**config.mk**
```make
export PLATFORM = sky130hd
export DESIGN_NAME = byte_run_controller
export DESIGN_NICKNAME = d
export VERILOG_FILES = /design/src/rtl/byte_run_controller.sv
export SDC_FILE = /design/constraint.sdc
export NUM_CORES = 1
export LEC_CHECK = 0
export ABC_CLOCK_PERIOD_IN_PS = 1950
export CAP_MARGIN = 5
export CORE_MARGIN = 2
export CORE_UTILIZATION = 43
export CTS_BUF_LIST = sky130_fd_sc_hd__clkbuf_2 sky130_fd_sc_hd__clkbuf_4 sky130_fd_sc_hd__clkbuf_8
export CTS_CLUSTER_SIZE = 28
export DETAILED_ROUTE_END_ITERATION = 10
export PLACE_DENSITY = 0.88
export SETUP_SLACK_MARGIN = 0.15
export SYNTH_ARGS = -nofsm -noshare
export SYNTH_HDL_FRONTEND = slang
export SYNTH_SLANG_ARGS = --single-unit
```
**constraint.sdc**
```tcl
create_clock -name clk -period 1.95 [get_ports clk]
set_input_delay 0.195 -clock clk [delete_from_list [all_inputs] [get_ports clk]]
set_output_delay 0.195 -clock clk [all_outputs]
set_load 0.1 [all_outputs]
```
**src/rtl/byte_run_controller.sv**
```systemverilog
// byte_run_controller: sequencer and memory arbiter for the 8-bit accumulator CPU.
// The host loads a program byte stream into memory, the CPU runs until it halts, then memory
// is streamed back out. This block owns the single memory port and muxes it between the host
// stream (LOAD/DUMP) and the CPU (RUN).
// Optional feature: define WATCHDOG_EN to abort a RUN that lasts TIMEOUT cycles without a halt.
module byte_run_controller #(
  parameter int unsigned AW      = 5,
  parameter int unsigned DW      = 8,
  parameter int unsigned TIMEOUT = 1000
) (
  input  logic          clk,
  input  logic          rst_n,
  input  logic          load_req,
  input  logic [AW:0]   load_len,
  input  logic          run_req,
  input  logic          dump_req,
  input  logic          in_valid,
  output logic          in_ready,
  input  logic [DW-1:0] in_data,
  output logic          out_valid,
  input  logic          out_ready,
  output logic [DW-1:0] out_data,
  output logic          busy,
  output logic          done,
  output logic          timeout,
  output logic [15:0]   run_cycles,
  output logic          cpu_start,
  input  logic          cpu_halt,
  input  logic          cpu_we,
  input  logic [AW-1:0] cpu_addr,
  input  logic [DW-1:0] cpu_wdata,
  output logic [DW-1:0] cpu_rdata,
  output logic          mem_we,
  output logic [AW-1:0] mem_addr,
  output logic [DW-1:0] mem_wdata,
  input  logic [DW-1:0] mem_rdata
);

  typedef enum logic [1:0] {StIdle, StLoad, StRun, StDump} state_e;

  // load_len of zero encodes a full-memory load.
  localparam logic [AW:0]   FullLen     = {1'b1, {AW{1'b0}}};
  localparam logic [AW-1:0] PtrLast     = {AW{1'b1}};
  localparam logic [15:0]   TimeoutLast = 16'(TIMEOUT - 1);

`ifdef WATCHDOG_EN
  localparam bit WdEn = 1'b1;
`else
  localparam bit WdEn = 1'b0;
`endif

  state_e        state_q, state_d;
  logic [AW-1:0] ptr_q, ptr_d;
  logic [AW:0]   rem_q, rem_d;
  logic [15:0]   run_cycles_q, run_cycles_d;
  logic          done_q;

  logic load_go, run_go, dump_go, in_fire, out_fire, wd_abort;

  // Request decode: load beats run beats dump; anything outside IDLE is dropped.
  assign load_go  = (state_q == StIdle) && load_req;
  assign run_go   = (state_q == StIdle) && !load_req && run_req;
  assign dump_go  = (state_q == StIdle) && !load_req && !run_req && dump_req;
  assign in_fire  = (state_q == StLoad) && in_valid;
  assign out_fire = (state_q == StDump) && out_ready;

  // This RUN cycle is the TIMEOUT-th one; a simultaneous halt takes precedence.
  assign wd_abort = WdEn && (state_q == StRun) && !cpu_halt && (run_cycles_q == TimeoutLast);

  // Next-state, pointer, remaining-length and cycle-counter logic.
  always_comb begin
    state_d      = state_q;
    ptr_d        = ptr_q;
    rem_d        = rem_q;
    run_cycles_d = run_cycles_q;
    case (state_q)
      StIdle: begin
        if (load_go) begin
          state_d = StLoad;
          ptr_d   = '0;
          rem_d   = (load_len == '0) ? FullLen : load_len;
        end else if (run_go) begin
          state_d      = StRun;
          ptr_d        = '0;
          run_cycles_d = '0;
        end else if (dump_go) begin
          state_d = StDump;
          ptr_d   = '0;
        end
      end
      StLoad: begin
        if (in_fire) begin
          ptr_d = ptr_q + AW'(1);
          rem_d = rem_q - (AW+1)'(1);
          if (rem_q == (AW+1)'(1)) state_d = StIdle;
        end
      end
      StRun: begin
        if (run_cycles_q != 16'hFFFF) run_cycles_d = run_cycles_q + 16'd1;
        if (cpu_halt || wd_abort) state_d = StIdle;
      end
      StDump: begin
        if (out_fire) begin
          ptr_d = ptr_q + AW'(1);
          if (ptr_q == PtrLast) state_d = StIdle;
        end
      end
      default: state_d = StIdle;
    endcase
  end

  // State registers with synchronous active-low reset; memory contents live outside.
  always_ff @(posedge clk) begin
    if (!rst_n) begin
      state_q      <= StIdle;
      ptr_q        <= '0;
      rem_q        <= '0;
      run_cycles_q <= '0;
      done_q       <= 1'b0;
    end else begin
      state_q      <= state_d;
      ptr_q        <= ptr_d;
      rem_q        <= rem_d;
      run_cycles_q <= run_cycles_d;
      done_q       <= (state_q != StIdle) && (state_d == StIdle);
    end
  end

`ifdef WATCHDOG_EN
  logic timeout_q;

  // Sticky abort flag, cleared only when the next RUN is accepted.
  always_ff @(posedge clk) begin
    if (!rst_n) begin
      timeout_q <= 1'b0;
    end else if (run_go) begin
      timeout_q <= 1'b0;
    end else if (wd_abort) begin
      timeout_q <= 1'b1;
    end
  end

  assign timeout = timeout_q;
`else
  assign timeout = 1'b0;
`endif

  // Memory port mux: CPU owns it during RUN, the host streams use ptr otherwise.
  always_comb begin
    mem_we    = 1'b0;
    mem_addr  = ptr_q;
    mem_wdata = in_data;
    if (state_q == StRun) begin
      mem_we    = cpu_we;
      mem_addr  = cpu_addr;
      mem_wdata = cpu_wdata;
    end else if (state_q == StLoad) begin
      mem_we = in_valid;
    end
  end

  assign in_ready   = (state_q == StLoad);
  assign out_valid  = (state_q == StDump);
  assign out_data   = mem_rdata;
  assign cpu_rdata  = mem_rdata;
  assign cpu_start  = (state_q == StRun);
  assign busy       = (state_q != StIdle);
  assign done       = done_q;
  assign run_cycles = run_cycles_q;

endmodule

```
* After elaboration in Yosys (flattened, before gate mapping)
Cells that the tools add are included.
Storage, ports and cells: bits in registers 30, input bits 44, word-level logic and storage cells 68, output and inout bits 52
Cells by class: reductions and logical operators 20, add/subtract/negate cells 3, eq/ne operators 13, multiplexer cells 27
Operators by type and width (number):
- $mux 16 | 3
- $pmux 16 s2 | 1
- $mux 5 | 6
- $mux 6 | 3
- $add 16x1->16 const B | 1
- $mux 2 | 8
- $ne 16x16->1 const B | 1
- $pmux 5 s3 | 1
- $pmux 6 s2 | 1
- $logic_and 1x1->1 | 8
- $mux 8 | 1
- $pmux 2 s4 | 1
- $reduce_and 4->1 | 2
- $eq 6x1->1 const B | 1
- $logic_not 6->1 | 1
- $ne 2x1->1 const B | 3
- $ne 2x2->1 const B | 3
- $reduce_bool 2->1 | 3
- $sub 6x1->6 const B | 1
- $add 5x1->5 const B | 1
- $eq 5x5->1 const B | 1
- $eq 2x2->1 const B | 2
- $logic_not 2->1 | 2
- $ne 4x4->1 const B | 1
- 5 further kinds | 7

* Longest topological paths before layout
Gate-level depths: netlist of run 1.
depth after elaboration 10, mapped depth 7, gate-level depth less buffers 6

* Worst setup path after synthesis of run 1
Ideal clock, no wire load.
path kind reg-to-output, from reg state_q[1], to out mem_we, arrival 2276 ps, data required time 1755 ps, buffers on the path 2, stages on the path, launching flop included 6, path slack -521 ps, cells stage by stage dfxtp_1 buf_4 inv_1 nor2_1 buf_2 a22o_1
On the way: elaborated cells between the ends (all ways) 4, classes of those cells eq/ne (2); mux (2)
RTL lines:
- start, declared | line 52 | state_e state_q, state_d;
- start signal, assigned | line 115 | state_q <= StIdle;
- start signal, assigned | line 121 | state_q <= state_d;
- $eq 2x2->1
- net cpu_start | line 27 | output logic cpu_start,
- $mux 1 | line 153 | if (state_q == StRun) begin
- end, declared | line 33 | output logic mem_we,
The timed path passes the listed nets, and every way through them passes these cells.

* Worst setup path in the final report of run 1
from reg state_q[1], to out mem_wdata[7]
On the way: cells in the longest elaborated chain, start to end 2
RTL lines:
- $eq 2x2->1 | line 153
- $mux 8 | line 153
- end, declared | line 35 | output logic [DW-1:0] mem_wdata,
No other way between the ends.

==> impl_metrics.csv, run 1 <==
group,metric,value,unit
final_layout,n_antenna_cell,0,
worst_setup_path,critPathKind,"register to output pin",
worst_setup_path,cp_num_buf_inv,3,
synthesis,yosysWarnings,0,
timing,fmax,0.556,GHz
synthesis,ys_seq_elements,30,
die,io_pins,96,
worst_setup_path,crit_required,1750,ps
synthesis,synth_compound_area_share,20.2,%
synthesis,syn_area,2130,um2
synthesis,yosys.area_share.simple,26.7,%
timing,rsz0062_at_grt,"yes",
grt,grt-ovfl-total,0,
drt,via_per_inst,5.62,
final_layout,nets,371,
synthesis,post-synth-top-count-cell,"dfxtp_1",
timing,relSlewSlack,64.5,%
synthesis,netlist.area_leader.share,28.1,%
synthesis,synth.area.mux_share,11.5,%
synthesis,synth_xor_area_share,0,%
synthesis,seq_area_frac_synth,28.1,%
synthesis,synth_fa_ha_area_share,2.93,%
die,row_count,25,
worst_setup_path,worstSetupStartpointType,"register",
final_layout,multi_input_area,1370,um2
grt,antenna_found_initial,0,
timing,setup_viol,0,
die,die_w,74.5,um
placement,numPortBuffers,70,
drt,drt_iter0_drc,153,
final_layout,fillers,369,
die,start_util,44.9,%
synthesis,synthDistinctLibCells,57,
synthesis,netlist_instances,257,
timing,finalClockSkew,5.51,ps
synthesis,async_flop_share,0,%
grt,grt_pass1_vias,2033,
clocking,clock_path_buffers,2,
placement,dpl_cell_area,3100,um2
timing,finalSetupTns,0,ps
die,core,4750,um2
worst_setup_path,endpoint_kind,"output pin",
drt,finalWirelength,6.12,mm
worst_hold_path,hold_path.class,"input pin to output pin",
worst_setup_path,cp_slowest_cell,"dfxtp_4",
job,cap_violations,0,
timing,fin_crit_sh,92.2,%
grt,grt_max_degree,17,
final_layout,drive_gt1_share,33.1,%
placement,dp_hpwl,4.44,mm
worst_setup_path,cpPeakStageDelay,380,ps
worst_setup_path,critPathArrivalTime,1600,ps
pwr,ir_drop,365,uV
synthesis,yosys.area.top_type,"dfxtp_1",
worst_setup_path,crit_chain,"inv_4 > nor2_4 > buf_12 > mux2_2 > buf_12",
die,dieArea,5540,um2
worst_setup_path,critPathMostFrequentCell,"buf_12",
final_layout,final_util,68.1,%
clocking,htree_levels,2,
placement,place_inst,380,
synthesis,synth_top_flop_cell,"dfxtp_1",
final_layout,area_delta_synth_final,51.6,%
synthesis,synth_top_family_by_area,"simple AND/OR/NAND/NOR gates",
clocking,root_buffer,"clkbuf_8",
clocking,cts.clk_slew.worst_paths,60,ps
synthesis,synth_area_leaders,"dfxtp_1 28%, mux2_2 6.9%, buf_4 6.7%",
final_layout,final-instance-count-excl-fill,390,
final_layout,seq_area,649,um2
placement,gp_congestion,0.811,
drt,dr.pass1.iters,4,
synthesis,synth_edf_count,0,
drt,num_vias,2193,
final_layout,layout.cell_area.non_filler,3240,um2
die,die_height,74.5,um
timing,hold_viol_final,0,
clocking,cts_buffers,5,
timing,worst_slew_pin_slew,519,ps
timing,fin_crit,1800,ps
synthesis,synth.cells.most_frequent,"30 x dfxtp_1, 23 x nand2_1, 19 x buf_4",
clocking,tritoncts,"done",
timing,hold_slack,390,ps
clocking,clock_latency,290,ps
worst_setup_path,path_max_fanout,8,
synthesis,syn_nets,306,
drt,final_antenna_net_count,0,
synthesis,syn_area_per_cell,8.31,um2
run_status,status,"complete, no violations",
drt,routedWlPerCell,15.7,um
worst_setup_path,cp_top_family,"buffers and inverters",
clocking,cts_sinks,30,
pwr,power.density,646,nW/um2
grt,grt_pass1_wl,9.54,mm
pwr,leakagePower,1.24,nW
drt,drc,0,
grt,track_usage,22.1,%
timing,finalMaxSlewViolations,0,
==> flip-flops by register name, indices dropped and copies added (netlist names) <==
| name | count |
|---|---|
| state_q | 2 |
| ptr_q | 5 |
| done | 1 |
| rem_q | 6 |
| run_cycles | 16 |
==> worst register-to-register path, delay by kind of cell, from the launching register on <==
kind,cells,cell delay (ps)
compound gates,2,310
buf+inv,1,200
flops,1,360
simple gates,2,720
==> layer usage <==
| metal | routed length, um | up-vias | GRT usage [%] |
|---|---|---|---|
| met1 | 2530 | 1037 | 29.4 |
| met5 | 0 | - | 0 |
| met3 | 370 | 9 | 5.28 |
| met4 | 66 | 0 | 6.15 |
| li1 | - | 1069 | - |
| met2 | 3150 | 78 | 35.8 |
==> cell type report <==
cell class                 count  share of cell area, %
clock buffer                   6                   2.36
sequential                    30                   20.1
inverter                       9                   1.20
clock inverter                 2                  0.271
multi-input combinational    189                   42.2
timing repair buffer          87                   31.3
tap                           67                   2.59
==> per-stage QoR <==
stage	setup WS, ps	total power (W)
2_1_floorplan	0.101	0.00139
3_3_place_gp	86.7	0.00155
3_5_place_dp	69.2	0.00156
4_1_cts	142	0.00208
5_1_grt	106	0.00217
6_report	152	0.00209
==> cells in the final DEF (no fill, tap or decap), types with 6 or more instances in the layout <==
cell type,n
buf_12,20
nor2_1,10
nand2_1,23
nor3_1,6
dfxtp_4,11
dfxtp_2,6
buf_4,30
inv_1,6
clkdlybuf4s50_1,35
dfxtp_1,13
or3_1,7
o21ai_0,10
a21oi_1,17
o31ai_1,6
a211oi_1,6
nand3_1,11
mux2i_1,10
mux2_4,8
==> logic make-up (layout without fill, tap and decap cells) <==
kind of cell,count (synthesis),after routing
adder cells (fa/ha/maj),5,5
buffers and inverters,38,104
other,1,1
multiplexers,23,23
flip-flops,30,30
AO/OA/AOI/OAI,62,62
AND/OR/NAND/NOR,98,98
==> path summary, 6_finish.rpt <==
kind,startpoint,endpoint,slack (ps),cells past startpoint
worst max-delay path,state_q[1]$_SDFF_PN0_,mem_wdata[7],150,5
worst min-delay path,mem_rdata[0],cpu_rdata[0],390,0
worst max register to register,state_q[0]$_SDFF_PN0_,ptr_q[3]$_SDFFE_PN0P_,250,5
worst min register to register,run_cycles[15]$_SDFFE_PN0P_,run_cycles[15]$_SDFFE_PN0P_,480,2
==> report_power, final <==
part / internal, W / switching [W] / leakage, nW
logic: 0.000372 / 0.000542 / 0.934
clock network: 0.000259 / 0.000248 / 0.0460
registers: 0.000631 / 0.0000369 / 0.255
total: 0.00126 / 0.000828 / 1.24
==> timing repair <==
action / 4_1_cts / 5_1_grt
buffers inserted: 0 / 1
gates resized for setup: 4 / 4
setup endpoints to repair: 14 / 15
hold buffers: 0 / 0
gates cloned: 0 / 1
pin swaps: 0 / 2
(Power assumes the default switching activity.)
==> run 2: changes to the inputs <==
ABC_AREA = 1   (was not set)
PLACE_DENSITY = 0.89   (was 0.88)
==> run 2 against run 1 <==
Compared with the run above:
- sequential power up 4.5%
- cell area down 5.8%
- non-clock buffer count down 14
- fmax up 5.2%
- sequential share of layout area up 0.59 points
- critical path depth up 2
- clock-buffer cell count up 1
- synthesized cell count up 28%
- power up 19%
- first-iteration DRC count down 12%
- final cell count up 13%
- largest power group unchanged
- register-to-register slack better by 90 ps
==> impl_metrics.csv, run 2 <==
group,metric,value,unit
run_status,status,"complete, no violations",
clocking,htree_levels,2,
worst_setup_path,path_max_fanout,23,
timing,layout_setup_ws,240,ps
final_layout,final_common_cell,"nand2_1",
synthesis,synth_area_leaders,"dfxtp_1 29%, nand2_1 18%, nor2_1 6.8%",
drt,via_per_inst,5.20,
worst_setup_path,crit_chain,"inv_2 > nand2_2 > inv_1 > buf_12 > nand2_1 > o21ai_2 > buf_12",
pwr,power.switching,0.00101,W
placement,place_ws,219,ps
synthesis,synth.cells.most_frequent,"96 x nand2_1, 37 x nor2_1, 35 x inv_1",
clocking,clock_latency,290,ps
synthesis,syn_area_per_cell,6.25,um2
synthesis,post-synth-top-count-cell,"nand2_1",
worst_setup_path,crit_required,1750,ps
synthesis,yosysWarnings,0,
worst_hold_path,hold_path.class,"input pin to output pin",
final_layout,n_antenna_cell,0,
synthesis,syn_area,2050,um2
synthesis,synth_top_flop_cell,"dfxtp_1",
grt,antenna_found_initial,0,
grt,grt-ovfl-total,0,
worst_setup_path,r2r_end,"state_q[1]$_SDFF_PN0_",
synthesis,netlist.area_leader.share,29.3,%
final_layout,drive_gt1_share,26.4,%
timing,setup_viol,0,
synthesis,synth_edf_count,0,
worst_setup_path,reg2regPathDepth,11,
worst_setup_path,worstSetupStartpointType,"register",
synthesis,syn_nets,377,
synthesis,yosys.area.top_type,"dfxtp_1",
timing,fmax,0.585,GHz
worst_setup_path,endpoint_kind,"output pin",
placement,gp_congestion,0.885,
die,start_util,44.0,%
worst_setup_path,r2r_setup_slack,340,ps
timing,rsz0062_at_grt,"no",
pwr,p_comb_share,45.0,%
die,io_pins,96,
timing,hold_viol_final,0,
grt,grt_max_degree,24,
worst_setup_path,cp_num_buf_inv,4,
clocking,cts.clk_slew.worst_paths,60,ps
clocking,post-cts-setup-buffers,0,
drt,final_antenna_net_count,0,
drt,num_vias,2290,
pwr,p_seq_share,28.1,%
synthesis,seq_area_frac_synth,29.3,%
worst_hold_path,hold_end,"cpu_rdata[0]",
worst_setup_path,cp_slowest_cell,"dfxtp_2",
die,core,4660,um2
drt,drc,0,
worst_setup_path,cp_top_family,"buffers and inverters",
pwr,clockPowerShare,26.9,%
final_layout,final_util,65.4,%
worst_hold_path,worstHoldStart,"mem_rdata[0]",
clocking,tritoncts,"done",
final_layout,nets,434,
pwr,ir_drop,553,uV
drt,dr.pass1.iters,4,
grt,track_usage,21.1,%
job,cap_violations,0,
final_layout,area_delta_synth_final,48.7,%
drt,finalWirelength,5.61,mm
worst_setup_path,critPathKind,"register to output pin",
die,row_count,25,
final_layout,layout_common_cells,"84 x nand2_1, 37 x nor2_1, 35 x inv_1, 35 x clkdlybuf4s50_1",
clocking,postCtsHoldBufs,0,
placement,numPortBuffers,70,
pwr,netSwitchingFraction,40.8,%
synthesis,synthDistinctLibCells,33,
grt,grt_pass1_vias,2123,
pwr,intPower,0.00147,W
die,dieArea,5330,um2
pwr,leakagePower,1.30,nW
timing,fin_crit_sh,87.7,%
timing,finalClockSkew,5.05,ps
timing,finalSetupTns,0,ps
drt,drt_iter0_drc,135,
worst_setup_path,r2r-start,"ptr_q[0]$_SDFFE_PN0P_",
clocking,root_buffer,"clkbuf_8",
pwr,power.density,814,nW/um2
clocking,cts_buffers,5,
synthesis,async_flop_share,0,%
die,die_height,73.0,um
worst_setup_path,cpPeakStageDelay,340,ps
placement,dp_hpwl,4.27,mm
clocking,cts_sinks,30,
worst_setup_path,critPathMostFrequentCell,"buf_12",
worst_hold_path,min_path_cells,0,
synthesis,ys_seq_elements,30,
drt,routedWlPerCell,12.7,um
timing,fin_crit,1710,ps
final_layout,largest_register_ffs,16,
die,die_w,73.0,um
worst_setup_path,critPathArrivalTime,1510,ps
synthesis,netlist_instances,328,
timing,finalMaxSlewViolations,0,
clocking,clock_path_buffers,2,
grt,grt_pass1_wl,9.02,mm
-- run 2: logic make-up after synthesis --
| family | count (synthesis) | synth area share, % |
|---|---|---|
| buffers and inverters | 64 | 15.7 |
| AO/OA/AOI/OAI | 44 | 11.8 |
| AND/OR/NAND/NOR | 182 | 39.1 |
| adder cells (fa/ha/maj) | 5 | 3.05 |
| flip-flops | 30 | 29.3 |
| XOR/XNOR | 2 | 0.855 |
| other | 1 | 0.183 |
-- run 2: metal layers --
| layer | global-route usage, % | vias up | share of wire, % |
|---|---|---|---|
| li1 | - | 1147 | - |
| met1 | 26.0 | 1051 | 41 |
| met2 | 35.6 | 84 | 52 |
| met3 | 4.28 | 8 | 6.2 |
| met4 | 8.85 | 0 | 1.3 |
| met5 | 0 | - | 0 |
-- run 2: final cells by class --
type	count	area (um2)
clock inverters	1	30.0
clock buffers	7	90.1
flip-flops and latches	30	629
inverters	41	154
fillers	375	1610
multi-input cells	234	1200
well taps	54	67.6
repair buffers	73	873
-- run 2: worst max-delay path by stage --
stage / from / end / slack, ps / cells past startpoint
after floorplan: state_q[0]$_SDFF_PN0_ / mem_addr[0] / 30 / 5
after global placement: in_valid / ptr_q[3]$_SDFFE_PN0P_ / 290 / 6
after detailed placement: run_cycles[0]$_SDFFE_PN0P_ / run_cycles[12]$_SDFFE_PN0P_ / 220 / 12
after CTS: run_cycles[0]$_SDFFE_PN0P_ / run_cycles[12]$_SDFFE_PN0P_ / 200 / 12
after global routing: state_q[0]$_SDFF_PN0_ / mem_addr[3] / 180 / 7
final: state_q[0]$_SDFF_PN0_ / mem_addr[1] / 240 / 7
-- run 2: metrics by stage --
| stage | total power (W) | hold WS [ps] | area (um2) | cells |
|---|---|---|---|---|
| finish | 0.00248 | 390 | 3050 | 440 |
| global route | 0.00258 | 390 | 3050 | 440 |
| CTS | 0.00248 | 391 | 3020 | 440 |
| detailed placement | 0.00180 | 391 | 2890 | 432 |
| global placement | 0.00178 | 391 | 2890 | 432 |
| floorplan | 0.00159 | 354 | 2130 | 328 |
-- run 2: repair_timing --
item / 4_1_cts / 5_1_grt
pin swaps: 0 / 0
endpoints found under the setup margin: 14 / 12
hold endpoints to repair: 0 / 0
gates resized for setup: 5 / 6
-- run 2: power by group through the flow --
stage | clock network, W | logic, W | registers (W)
floorplan | 0 | 0.000834 | 0.000759
global placement | 0 | 0.00108 | 0.000704
detailed placement | 0 | 0.00110 | 0.000708
CTS | 0.000674 | 0.00111 | 0.000696
global route | 0.000695 | 0.00118 | 0.000704
finish | 0.000667 | 0.00112 | 0.000698
